`src/rtl/axi_window_bridge_pkg.sv`:
```
// rtl/axi_window_bridge_pkg.sv - shared AXI4-Lite response codes, FSM encodings and helpers
// Purpose: constants shared by the window bridge, its translator and its bench.
// Ports: none (package).
package axi_lite_defs;

  localparam logic [1:0] RESP_OKAY   = 2'b00;
  localparam logic [1:0] RESP_SLVERR = 2'b10;
  localparam logic [1:0] RESP_DECERR = 2'b11;

  // Read FSM
  localparam logic [2:0] R_IDLE = 3'd0;
  localparam logic [2:0] R_ADDR = 3'd1;
  localparam logic [2:0] R_DATA = 3'd2;
  localparam logic [2:0] R_RESP = 3'd3;
  localparam logic [2:0] R_ERR  = 3'd4;

  // Write FSM
  localparam logic [2:0] W_IDLE  = 3'd0;
  localparam logic [2:0] W_FWD   = 3'd1;
  localparam logic [2:0] W_BWAIT = 3'd2;
  localparam logic [2:0] W_RESP  = 3'd3;
  localparam logic [2:0] W_ERR   = 3'd4;

  // Saturating 16-bit add of a small increment (0..3).
  function automatic logic [15:0] sat_add16(input logic [15:0] a, input logic [1:0] inc);
    logic [16:0] sum;
    sum = {1'b0, a} + {15'd0, inc};
    return sum[16] ? 16'hFFFF : sum[15:0];
  endfunction

endpackage

```
`src/rtl/axi_window_bridge_if.sv`:
```
// rtl/axi_window_bridge_if.sv - AXI4-Lite five-channel bundle with master/slave modports
// Purpose: groups one AXI4-Lite port (AR, R, AW, W, B).
// Ports: none; modport master drives requests and response readies,
//        modport slave drives request readies and responses.
interface axi_window_bridge_if;

  logic [31:0] araddr;
  logic [2:0]  arprot;
  logic        arvalid;
  logic        arready;
  logic [31:0] rdata;
  logic [1:0]  rresp;
  logic        rvalid;
  logic        rready;
  logic [31:0] awaddr;
  logic [2:0]  awprot;
  logic        awvalid;
  logic        awready;
  logic [31:0] wdata;
  logic [3:0]  wstrb;
  logic        wvalid;
  logic        wready;
  logic [1:0]  bresp;
  logic        bvalid;
  logic        bready;

  modport master (
    output araddr, arprot, arvalid, rready,
    output awaddr, awprot, awvalid, wdata, wstrb, wvalid, bready,
    input  arready, rdata, rresp, rvalid, awready, wready, bresp, bvalid
  );

  modport slave (
    input  araddr, arprot, arvalid, rready,
    input  awaddr, awprot, awvalid, wdata, wstrb, wvalid, bready,
    output arready, rdata, rresp, rvalid, awready, wready, bresp, bvalid
  );

endinterface

```
`src/rtl/axi_window_bridge_xlate.sv`:
```
// rtl/axi_window_bridge_xlate.sv - combinational window hit test and address translation
// Purpose: hit = addr in [BASE, BASE+SIZE); xaddr = ((addr-BASE) << LEFT_SHIFT) + OFFSET.
// Ports: i_addr (32) in, o_hit (1) out, o_xaddr (32) out.
module window_xlate #(
  parameter logic [31:0] BASE       = 32'h0,
  parameter logic [31:0] SIZE       = 32'h1000,
  parameter logic [31:0] OFFSET     = 32'h0,
  parameter int unsigned LEFT_SHIFT = 0
) (
  input  logic [31:0] i_addr,
  output logic        o_hit,
  output logic [31:0] o_xaddr
);

  logic [32:0] w_off;

  // Bit 32 is the borrow: set exactly when addr < BASE.
  assign w_off   = {1'b0, i_addr} - {1'b0, BASE};
  assign o_hit   = !w_off[32] && (w_off[31:0] < SIZE);
  assign o_xaddr = (w_off[31:0] << LEFT_SHIFT) + OFFSET;

endmodule

```
`src/rtl/axi_window_bridge.sv`:
```
// rtl/axi_window_bridge.sv - registered AXI4-Lite address-window bridge with DECERR containment
// Purpose: forwards in-window accesses (one read, one write outstanding) with translated
//          addresses; answers out-of-window accesses locally with DECERR and counts them.
// Ports: clk, rst (sync active-high); s (slave modport, upstream); m (master modport,
//        downstream); err_count (16, saturating DECERR count).
module axi_window_bridge
  import axi_lite_defs::*;
#(
  parameter logic [31:0] BASE       = 32'h0,
  parameter logic [31:0] SIZE       = 32'h1000,
  parameter logic [31:0] OFFSET     = 32'h0,
  parameter int unsigned LEFT_SHIFT = 0
) (
  input  logic                  clk,
  input  logic                  rst,
  axi_window_bridge_if.slave    s,
  axi_window_bridge_if.master   m,
  output logic [15:0]           err_count
);

  logic        w_ar_hit, w_aw_hit;
  logic [31:0] w_ar_xaddr, w_aw_xaddr;

  window_xlate #(.BASE(BASE), .SIZE(SIZE), .OFFSET(OFFSET), .LEFT_SHIFT(LEFT_SHIFT))
    u_ar_xlate (.i_addr(s.araddr), .o_hit(w_ar_hit), .o_xaddr(w_ar_xaddr));

  window_xlate #(.BASE(BASE), .SIZE(SIZE), .OFFSET(OFFSET), .LEFT_SHIFT(LEFT_SHIFT))
    u_aw_xlate (.i_addr(s.awaddr), .o_hit(w_aw_hit), .o_xaddr(w_aw_xaddr));

  // ---------------- read path ----------------
  logic [2:0]  r_rstate;
  logic [31:0] r_araddr, r_rdata;
  logic [2:0]  r_arprot;
  logic [1:0]  r_rresp;

  always_ff @(posedge clk) begin
    if (rst) begin
      r_rstate <= R_IDLE;
      r_araddr <= '0;
      r_arprot <= '0;
      r_rdata  <= '0;
      r_rresp  <= '0;
    end else begin
      case (r_rstate)
        R_IDLE: if (s.arvalid) begin
          r_araddr <= w_ar_xaddr;
          r_arprot <= s.arprot;
          if (w_ar_hit) begin
            r_rstate <= R_ADDR;
          end else begin
            r_rdata  <= '0;
            r_rresp  <= RESP_DECERR;
            r_rstate <= R_ERR;
          end
        end
        R_ADDR: if (m.arready) r_rstate <= R_DATA;
        R_DATA: if (m.rvalid) begin
          r_rdata  <= m.rdata;
          r_rresp  <= m.rresp;
          r_rstate <= R_RESP;
        end
        R_RESP, R_ERR: if (s.rready) r_rstate <= R_IDLE;
        default: r_rstate <= R_IDLE;
      endcase
    end
  end

  assign s.arready = (r_rstate == R_IDLE);
  assign s.rvalid  = (r_rstate == R_RESP) || (r_rstate == R_ERR);
  assign s.rdata   = r_rdata;
  assign s.rresp   = r_rresp;
  assign m.araddr  = r_araddr;
  assign m.arprot  = r_arprot;
  assign m.arvalid = (r_rstate == R_ADDR);
  assign m.rready  = (r_rstate == R_DATA);

  // ---------------- write path ----------------
  logic [2:0]  r_wstate;
  logic        r_aw_got, r_w_got, r_aw_hit;
  logic [31:0] r_awaddr, r_wdata;
  logic [2:0]  r_awprot;
  logic [3:0]  r_wstrb;
  logic        r_m_awvalid, r_m_wvalid;
  logic [1:0]  r_bresp;

  logic w_aw_take, w_w_take, w_aw_have, w_w_have, w_hit_sel, w_aw_done, w_w_done;

  assign w_aw_take = (r_wstate == W_IDLE) && !r_aw_got && s.awvalid;
  assign w_w_take  = (r_wstate == W_IDLE) && !r_w_got  && s.wvalid;
  // "Held" includes a handshake happening this cycle, so same-cycle AW+W forwards next cycle.
  assign w_aw_have = r_aw_got || w_aw_take;
  assign w_w_have  = r_w_got  || w_w_take;
  assign w_hit_sel = r_aw_got ? r_aw_hit : w_aw_hit;
  assign w_aw_done = !r_m_awvalid || m.awready;
  assign w_w_done  = !r_m_wvalid  || m.wready;

  always_ff @(posedge clk) begin
    if (rst) begin
      r_wstate    <= W_IDLE;
      r_aw_got    <= 1'b0;
      r_w_got     <= 1'b0;
      r_aw_hit    <= 1'b0;
      r_awaddr    <= '0;
      r_awprot    <= '0;
      r_wdata     <= '0;
      r_wstrb     <= '0;
      r_m_awvalid <= 1'b0;
      r_m_wvalid  <= 1'b0;
      r_bresp     <= '0;
    end else begin
      case (r_wstate)
        W_IDLE: begin
          if (w_aw_take) begin
            r_awaddr <= w_aw_xaddr;
            r_awprot <= s.awprot;
            r_aw_hit <= w_aw_hit;
            r_aw_got <= 1'b1;
          end
          if (w_w_take) begin
            r_wdata <= s.wdata;
            r_wstrb <= s.wstrb;
            r_w_got <= 1'b1;
          end
          if (w_aw_have && w_w_have) begin
            if (w_hit_sel) begin
              r_m_awvalid <= 1'b1;
              r_m_wvalid  <= 1'b1;
              r_wstate    <= W_FWD;
            end else begin
              r_bresp  <= RESP_DECERR;
              r_wstate <= W_ERR;
            end
          end
        end
        W_FWD: begin
          if (m.awready) r_m_awvalid <= 1'b0;
          if (m.wready)  r_m_wvalid  <= 1'b0;
          if (w_aw_done && w_w_done) r_wstate <= W_BWAIT;
        end
        W_BWAIT: if (m.bvalid) begin
          r_bresp  <= m.bresp;
          r_wstate <= W_RESP;
        end
        W_RESP, W_ERR: if (s.bready) begin
          r_aw_got <= 1'b0;
          r_w_got  <= 1'b0;
          r_wstate <= W_IDLE;
        end
        default: r_wstate <= W_IDLE;
      endcase
    end
  end

  assign s.awready = (r_wstate == W_IDLE) && !r_aw_got;
  assign s.wready  = (r_wstate == W_IDLE) && !r_w_got;
  assign s.bvalid  = (r_wstate == W_RESP) || (r_wstate == W_ERR);
  assign s.bresp   = r_bresp;
  assign m.awaddr  = r_awaddr;
  assign m.awprot  = r_awprot;
  assign m.awvalid = r_m_awvalid;
  assign m.wdata   = r_wdata;
  assign m.wstrb   = r_wstrb;
  assign m.wvalid  = r_m_wvalid;
  assign m.bready  = (r_wstate == W_BWAIT);

  // ---------------- DECERR counter ----------------
  logic        w_r_err_hs, w_b_err_hs;
  logic [15:0] r_err_count;

  assign w_r_err_hs = (r_rstate == R_ERR) && s.rready;
  assign w_b_err_hs = (r_wstate == W_ERR) && s.bready;

  always_ff @(posedge clk) begin
    if (rst) begin
      r_err_count <= '0;
    end else begin
      r_err_count <= sat_add16(r_err_count, {1'b0, w_r_err_hs} + {1'b0, w_b_err_hs});
    end
  end

  assign err_count = r_err_count;

endmodule

```
`src/flat_wrapper.sv`:
```
// flat-port wrapper written by rule: the top's interface ports become plain ports
module axi_window_bridge_flat import axi_lite_defs::*;
#(
  parameter logic [31:0] BASE       = 32'h0,
  parameter logic [31:0] SIZE       = 32'h1000,
  parameter logic [31:0] OFFSET     = 32'h0,
  parameter int unsigned LEFT_SHIFT = 0
)
  (clk, rst, err_count, s_araddr, s_arprot, s_arvalid, s_rready, s_awaddr, s_awprot, s_awvalid, s_wdata, s_wstrb, s_wvalid, s_bready, s_arready, s_rdata, s_rresp, s_rvalid, s_awready, s_wready, s_bresp, s_bvalid, m_araddr, m_arprot, m_arvalid, m_rready, m_awaddr, m_awprot, m_awvalid, m_wdata, m_wstrb, m_wvalid, m_bready, m_arready, m_rdata, m_rresp, m_rvalid, m_awready, m_wready, m_bresp, m_bvalid);
  axi_window_bridge_if s_i ();
  axi_window_bridge_if m_i ();
  input  logic clk;
  input  logic rst;
  output logic [15:0] err_count;
  input wire logic [$bits(s_i.araddr)-1:0] s_araddr;
  input wire logic [$bits(s_i.arprot)-1:0] s_arprot;
  input wire logic [$bits(s_i.arvalid)-1:0] s_arvalid;
  input wire logic [$bits(s_i.rready)-1:0] s_rready;
  input wire logic [$bits(s_i.awaddr)-1:0] s_awaddr;
  input wire logic [$bits(s_i.awprot)-1:0] s_awprot;
  input wire logic [$bits(s_i.awvalid)-1:0] s_awvalid;
  input wire logic [$bits(s_i.wdata)-1:0] s_wdata;
  input wire logic [$bits(s_i.wstrb)-1:0] s_wstrb;
  input wire logic [$bits(s_i.wvalid)-1:0] s_wvalid;
  input wire logic [$bits(s_i.bready)-1:0] s_bready;
  output wire logic [$bits(s_i.arready)-1:0] s_arready;
  output wire logic [$bits(s_i.rdata)-1:0] s_rdata;
  output wire logic [$bits(s_i.rresp)-1:0] s_rresp;
  output wire logic [$bits(s_i.rvalid)-1:0] s_rvalid;
  output wire logic [$bits(s_i.awready)-1:0] s_awready;
  output wire logic [$bits(s_i.wready)-1:0] s_wready;
  output wire logic [$bits(s_i.bresp)-1:0] s_bresp;
  output wire logic [$bits(s_i.bvalid)-1:0] s_bvalid;
  output wire logic [$bits(m_i.araddr)-1:0] m_araddr;
  output wire logic [$bits(m_i.arprot)-1:0] m_arprot;
  output wire logic [$bits(m_i.arvalid)-1:0] m_arvalid;
  output wire logic [$bits(m_i.rready)-1:0] m_rready;
  output wire logic [$bits(m_i.awaddr)-1:0] m_awaddr;
  output wire logic [$bits(m_i.awprot)-1:0] m_awprot;
  output wire logic [$bits(m_i.awvalid)-1:0] m_awvalid;
  output wire logic [$bits(m_i.wdata)-1:0] m_wdata;
  output wire logic [$bits(m_i.wstrb)-1:0] m_wstrb;
  output wire logic [$bits(m_i.wvalid)-1:0] m_wvalid;
  output wire logic [$bits(m_i.bready)-1:0] m_bready;
  input wire logic [$bits(m_i.arready)-1:0] m_arready;
  input wire logic [$bits(m_i.rdata)-1:0] m_rdata;
  input wire logic [$bits(m_i.rresp)-1:0] m_rresp;
  input wire logic [$bits(m_i.rvalid)-1:0] m_rvalid;
  input wire logic [$bits(m_i.awready)-1:0] m_awready;
  input wire logic [$bits(m_i.wready)-1:0] m_wready;
  input wire logic [$bits(m_i.bresp)-1:0] m_bresp;
  input wire logic [$bits(m_i.bvalid)-1:0] m_bvalid;
  assign s_i.araddr = s_araddr;
  assign s_i.arprot = s_arprot;
  assign s_i.arvalid = s_arvalid;
  assign s_i.rready = s_rready;
  assign s_i.awaddr = s_awaddr;
  assign s_i.awprot = s_awprot;
  assign s_i.awvalid = s_awvalid;
  assign s_i.wdata = s_wdata;
  assign s_i.wstrb = s_wstrb;
  assign s_i.wvalid = s_wvalid;
  assign s_i.bready = s_bready;
  assign s_arready = s_i.arready;
  assign s_rdata = s_i.rdata;
  assign s_rresp = s_i.rresp;
  assign s_rvalid = s_i.rvalid;
  assign s_awready = s_i.awready;
  assign s_wready = s_i.wready;
  assign s_bresp = s_i.bresp;
  assign s_bvalid = s_i.bvalid;
  assign m_araddr = m_i.araddr;
  assign m_arprot = m_i.arprot;
  assign m_arvalid = m_i.arvalid;
  assign m_rready = m_i.rready;
  assign m_awaddr = m_i.awaddr;
  assign m_awprot = m_i.awprot;
  assign m_awvalid = m_i.awvalid;
  assign m_wdata = m_i.wdata;
  assign m_wstrb = m_i.wstrb;
  assign m_wvalid = m_i.wvalid;
  assign m_bready = m_i.bready;
  assign m_i.arready = m_arready;
  assign m_i.rdata = m_rdata;
  assign m_i.rresp = m_rresp;
  assign m_i.rvalid = m_rvalid;
  assign m_i.awready = m_awready;
  assign m_i.wready = m_wready;
  assign m_i.bresp = m_bresp;
  assign m_i.bvalid = m_bvalid;
  axi_window_bridge #(.BASE(BASE), .SIZE(SIZE), .OFFSET(OFFSET), .LEFT_SHIFT(LEFT_SHIFT)) u_core (.clk(clk), .rst(rst), .s(s_i), .m(m_i), .err_count(err_count));
endmodule
```
`config.mk`:
```
export PLATFORM = sky130hd
export DESIGN_NAME = axi_window_bridge_flat
export DESIGN_NICKNAME = d
export VERILOG_FILES = /design/src/rtl/axi_window_bridge_pkg.sv /design/src/rtl/axi_window_bridge_if.sv /design/src/rtl/axi_window_bridge_xlate.sv /design/src/rtl/axi_window_bridge.sv /design/src/flat_wrapper.sv
export SDC_FILE = /design/constraint.sdc
export NUM_CORES = 1
export LEC_CHECK = 0
export BUFFER_PORTS_ARGS = -buffer_cell sky130_fd_sc_hd__buf_2
export CAP_MARGIN = 20
export CORE_ASPECT_RATIO = 1.25
export CORE_MARGIN = 10
export CORE_UTILIZATION = 46
export CTS_CLUSTER_SIZE = 8
export DETAILED_ROUTE_END_ITERATION = 10
export PLACE_DENSITY = 0.8
export RECOVER_POWER = 25
export SLEW_MARGIN = 40
export SYNTH_ARGS = -nofsm -noshare
export SYNTH_HDL_FRONTEND = slang
export SYNTH_SLANG_ARGS = --single-unit
```
`constraint.sdc`:
```
create_clock -name clk -period 2.3 [get_ports clk]
set_input_delay 0.23 -clock clk [delete_from_list [all_inputs] [get_ports clk]]
set_output_delay 0.23 -clock clk [all_outputs]
set_load 0.1 [all_outputs]
```
==> impl_metrics.ini <==
[synth]
avgSynthCellArea_sq_um = 8.47
synth_top_family_by_area = simple AND/OR/NAND/NOR gates
synth_xor_area_share_pct = 1.07
postSynthCellCount = 777
synth_compound_area_share_pct = 13.4
async_flop_share_pct = 0
synth_cell_types = 57
synthAdderAreaFrac_pct = 0.494
ys_warn_count = 0
synth_flop_cell = dfxtp_1
synth-edff-count = 0
syn-num-nets = 933
ys_seq_area_share_pct = 51.4
synth_area_sq_mm = 0.00658
synth.ff_latch_count = 169
synthMuxAreaShare_pct = 5.21
synth-simple-area-share_pct = 23.3

[floorplanning]
io_pins = 322
rows = 48
die_h_um = 154
die-area_sq_mm = 0.0195
die-width_um = 127
core-area_sq_mm = 0.0139
start_util_pct = 47.2

[clocking]
cts_sinks = 169
htreeDepth = 4
clockBufferDepth = 2
cts_root_buf = clkbuf_16
clkLatencyLatePin_ps = 420
clkSlewWorstSetupHoldPaths_ps = 60
postCtsHoldBufs = 0
cts_buffers = 17
cts_tree = done

[power_and_ir_drop]
irDropWorstVdd_uv = 623
p_leak_nw = 3.75
power.density_mw_per_mm2 = 916

[layout]
final_area_sq_mm = 0.00882
final_cell_mix = buf_2, nand2_1, dfxtp_1
multi_input_area_sq_mm = 0.00292
layout_commonest_cell = buf_2
fin_cells = 1265
regArea_sq_mm = 0.00338
area_growth_pct = 34.1
fillers = 1261
drive_gt1_share_pct = 27.7
nets = 1234

[timing]
fmaxAchievable_mhz = 475
setup_viol = 0
drv_slew = 0
post-route-period-util_pct = 91.6
setup_tns_ps = 0
report.final.hold_viol_count = 0
hold_slack_ps = 39.5
rsz0062_at_grt = no
worstMarginPinSlew_ps = 1250
relSlewSlack_pct = 16.9
finClkSkew_ps = 7.83
min_period_ps = 2110

[detailed_routing]
wire_per_inst_um = 17.8
detail_route.iter0.violations = 445
via_per_inst = 5.25
ant_nets = 0
wl_mm = 22.5
dr.pass1.iters = 5
num_vias = 6636
drc_errors = 0

[setup_path]
critPathRequiredTime_ps = 2070
path_class = register to output pin
arrival_ps = 1880
cp_max_fo = 8
cp-end-kind = output pin
worstSetupStartpointType = register

[flow_run]
cap_viol_max_count = 0

[placed_design]
dpl.hpwl_mm = 17.1
dp_cells = 1232
routabilityCongestion = 0.868
placed_cell_area_sq_mm = 0.00831
portBuffers = 321

[grt]
grt_max_degree = 113
grt_overflow = 0
grt_pass1_vias = 6441
antenna_found_initial = 4
grt_pass1_wl_mm = 34.2
grtUsageTotal_pct = 21.7

[run_status]
status = completed

[min_path]
hp-class = input pin to register
-- power by group --
part / switching (mW) / leakage, nW / total (mW) / internal [mW]
Clock: 1.12 / 0.282 / 2.87 / 1.75
Combinational: 1.68 / 2.09 / 2.04 / 0.359
Sequential: 0.0840 / 1.38 / 3.17 / 3.09
Total: 2.89 / 3.75 / 8.08 / 5.20
-- cells in the mapped netlist, types with 3 or more instances --
master | number | area (sq um)
a211oi_1 | 4 | 30.0
a21oi_1 | 126 | 631
and2_1 | 9 | 56.3
and3_1 | 7 | 43.8
buf_2 | 10 | 50.1
buf_4 | 12 | 90.1
buf_6 | 4 | 45.0
clkbuf_1 | 31 | 116
dfxtp_1 | 169 | 3380
inv_1 | 8 | 30.0
mux2i_1 | 32 | 320
nand2_1 | 225 | 845
nand3_1 | 5 | 25.0
nand4_1 | 5 | 31.3
nor2_1 | 15 | 56.3
nor2b_1 | 7 | 43.8
nor3_1 | 37 | 185
nor3b_1 | 6 | 45.0
nor4_1 | 9 | 56.3
o21ai_0 | 3 | 15.0
or4_1 | 3 | 22.5
xor2_1 | 6 | 52.6
-- area by class of cell --
class / count / share of cell area, %
Antenna cell: 2 / 0.0567
Clock inverter: 7 / 1.36
Tap cell: 175 / 2.48
Clock buffer: 22 / 5.26
Timing Repair Buffer: 339 / 19.0
Multi-Input combinational cell: 542 / 33.1
Inverter: 9 / 0.383
Sequential cell: 169 / 38.4
-- critical path, stage by stage, from the launching register on --
cell and delay (ps):
dfxtp_1 320, clkbuf_1 320, nor3b_1 310, buf_2 490
-- metal layers --
metal / share of wire [%] / routed length (um) / GRT usage (%)
met5: 0.12 / 27 / 0
met4: 2.3 / 514 / 7.77
met3: 11 / 2500 / 10.5
met2: 50 / 11200 / 37.2
met1: 37 / 8270 / 22.6
-- timing repair --
action	CTS	global route
resized for setup	0	2
setup buffers	2	0
pin swaps	1	0
setup endpoints to repair	13	1
-- registers in the layout (all words and copies together) (netlist names), 2 cells and up --
signal            count
u_core.m.awaddr      32
u_core.s.rdata       32
u_core.err_count     16
u_core.m.awprot       3
u_core.m.araddr      32
u_core.m.wdata       32
u_core.r_rstate       3
u_core.m.wstrb        4
u_core.r_wstate       3
u_core.s.rresp        2
u_core.s.bresp        2
u_core.m.arprot       3
-- final timing paths --
| path | depth (start not counted) | start | to | slack, ps |
|---|---|---|---|---|
| max | 3 | u_core.r_rstate[1] | m_rready | 190 |
| max reg2reg | 7 | u_core.r_rstate[2] | u_core.err_count[14] | 250 |
| min reg2reg | 2 | u_core.m.araddr[19] | u_core.m.araddr[19] | 450 |
| min | 3 | s_araddr[0] | u_core.m.araddr[0] | 40 |
-- cells by family (layout without fill, tap and decap cells) --
logic type | count (synthesis) | in the layout
and+or+nand+nor | 342 | 342
DFF | 169 | 169
muxes | 34 | 34
buffers and inverters | 66 | 377
adders and majority gates | 2 | 2
AOI/OAI and AO/OA | 156 | 156
other | 0 | 2
xor gates and xnor gates | 8 | 8
-- metrics by stage --
| step | setup slack, ps | total power [mW] | utilization [%] |
|---|---|---|---|
| 2_1_floorplan | -613 | 4.91 | - |
| 6_report | 193 | 8.08 | 63.3 |
| 3_3_place_gp | 44.4 | 5.29 | 59.7 |
| 4_1_cts | 59.3 | 8.16 | 64.0 |
| 5_1_grt | 65.1 | 8.37 | 63.3 |
| 3_5_place_dp | -73.8 | 5.31 | 59.7 |
Power figures use the tool's default switching activity.
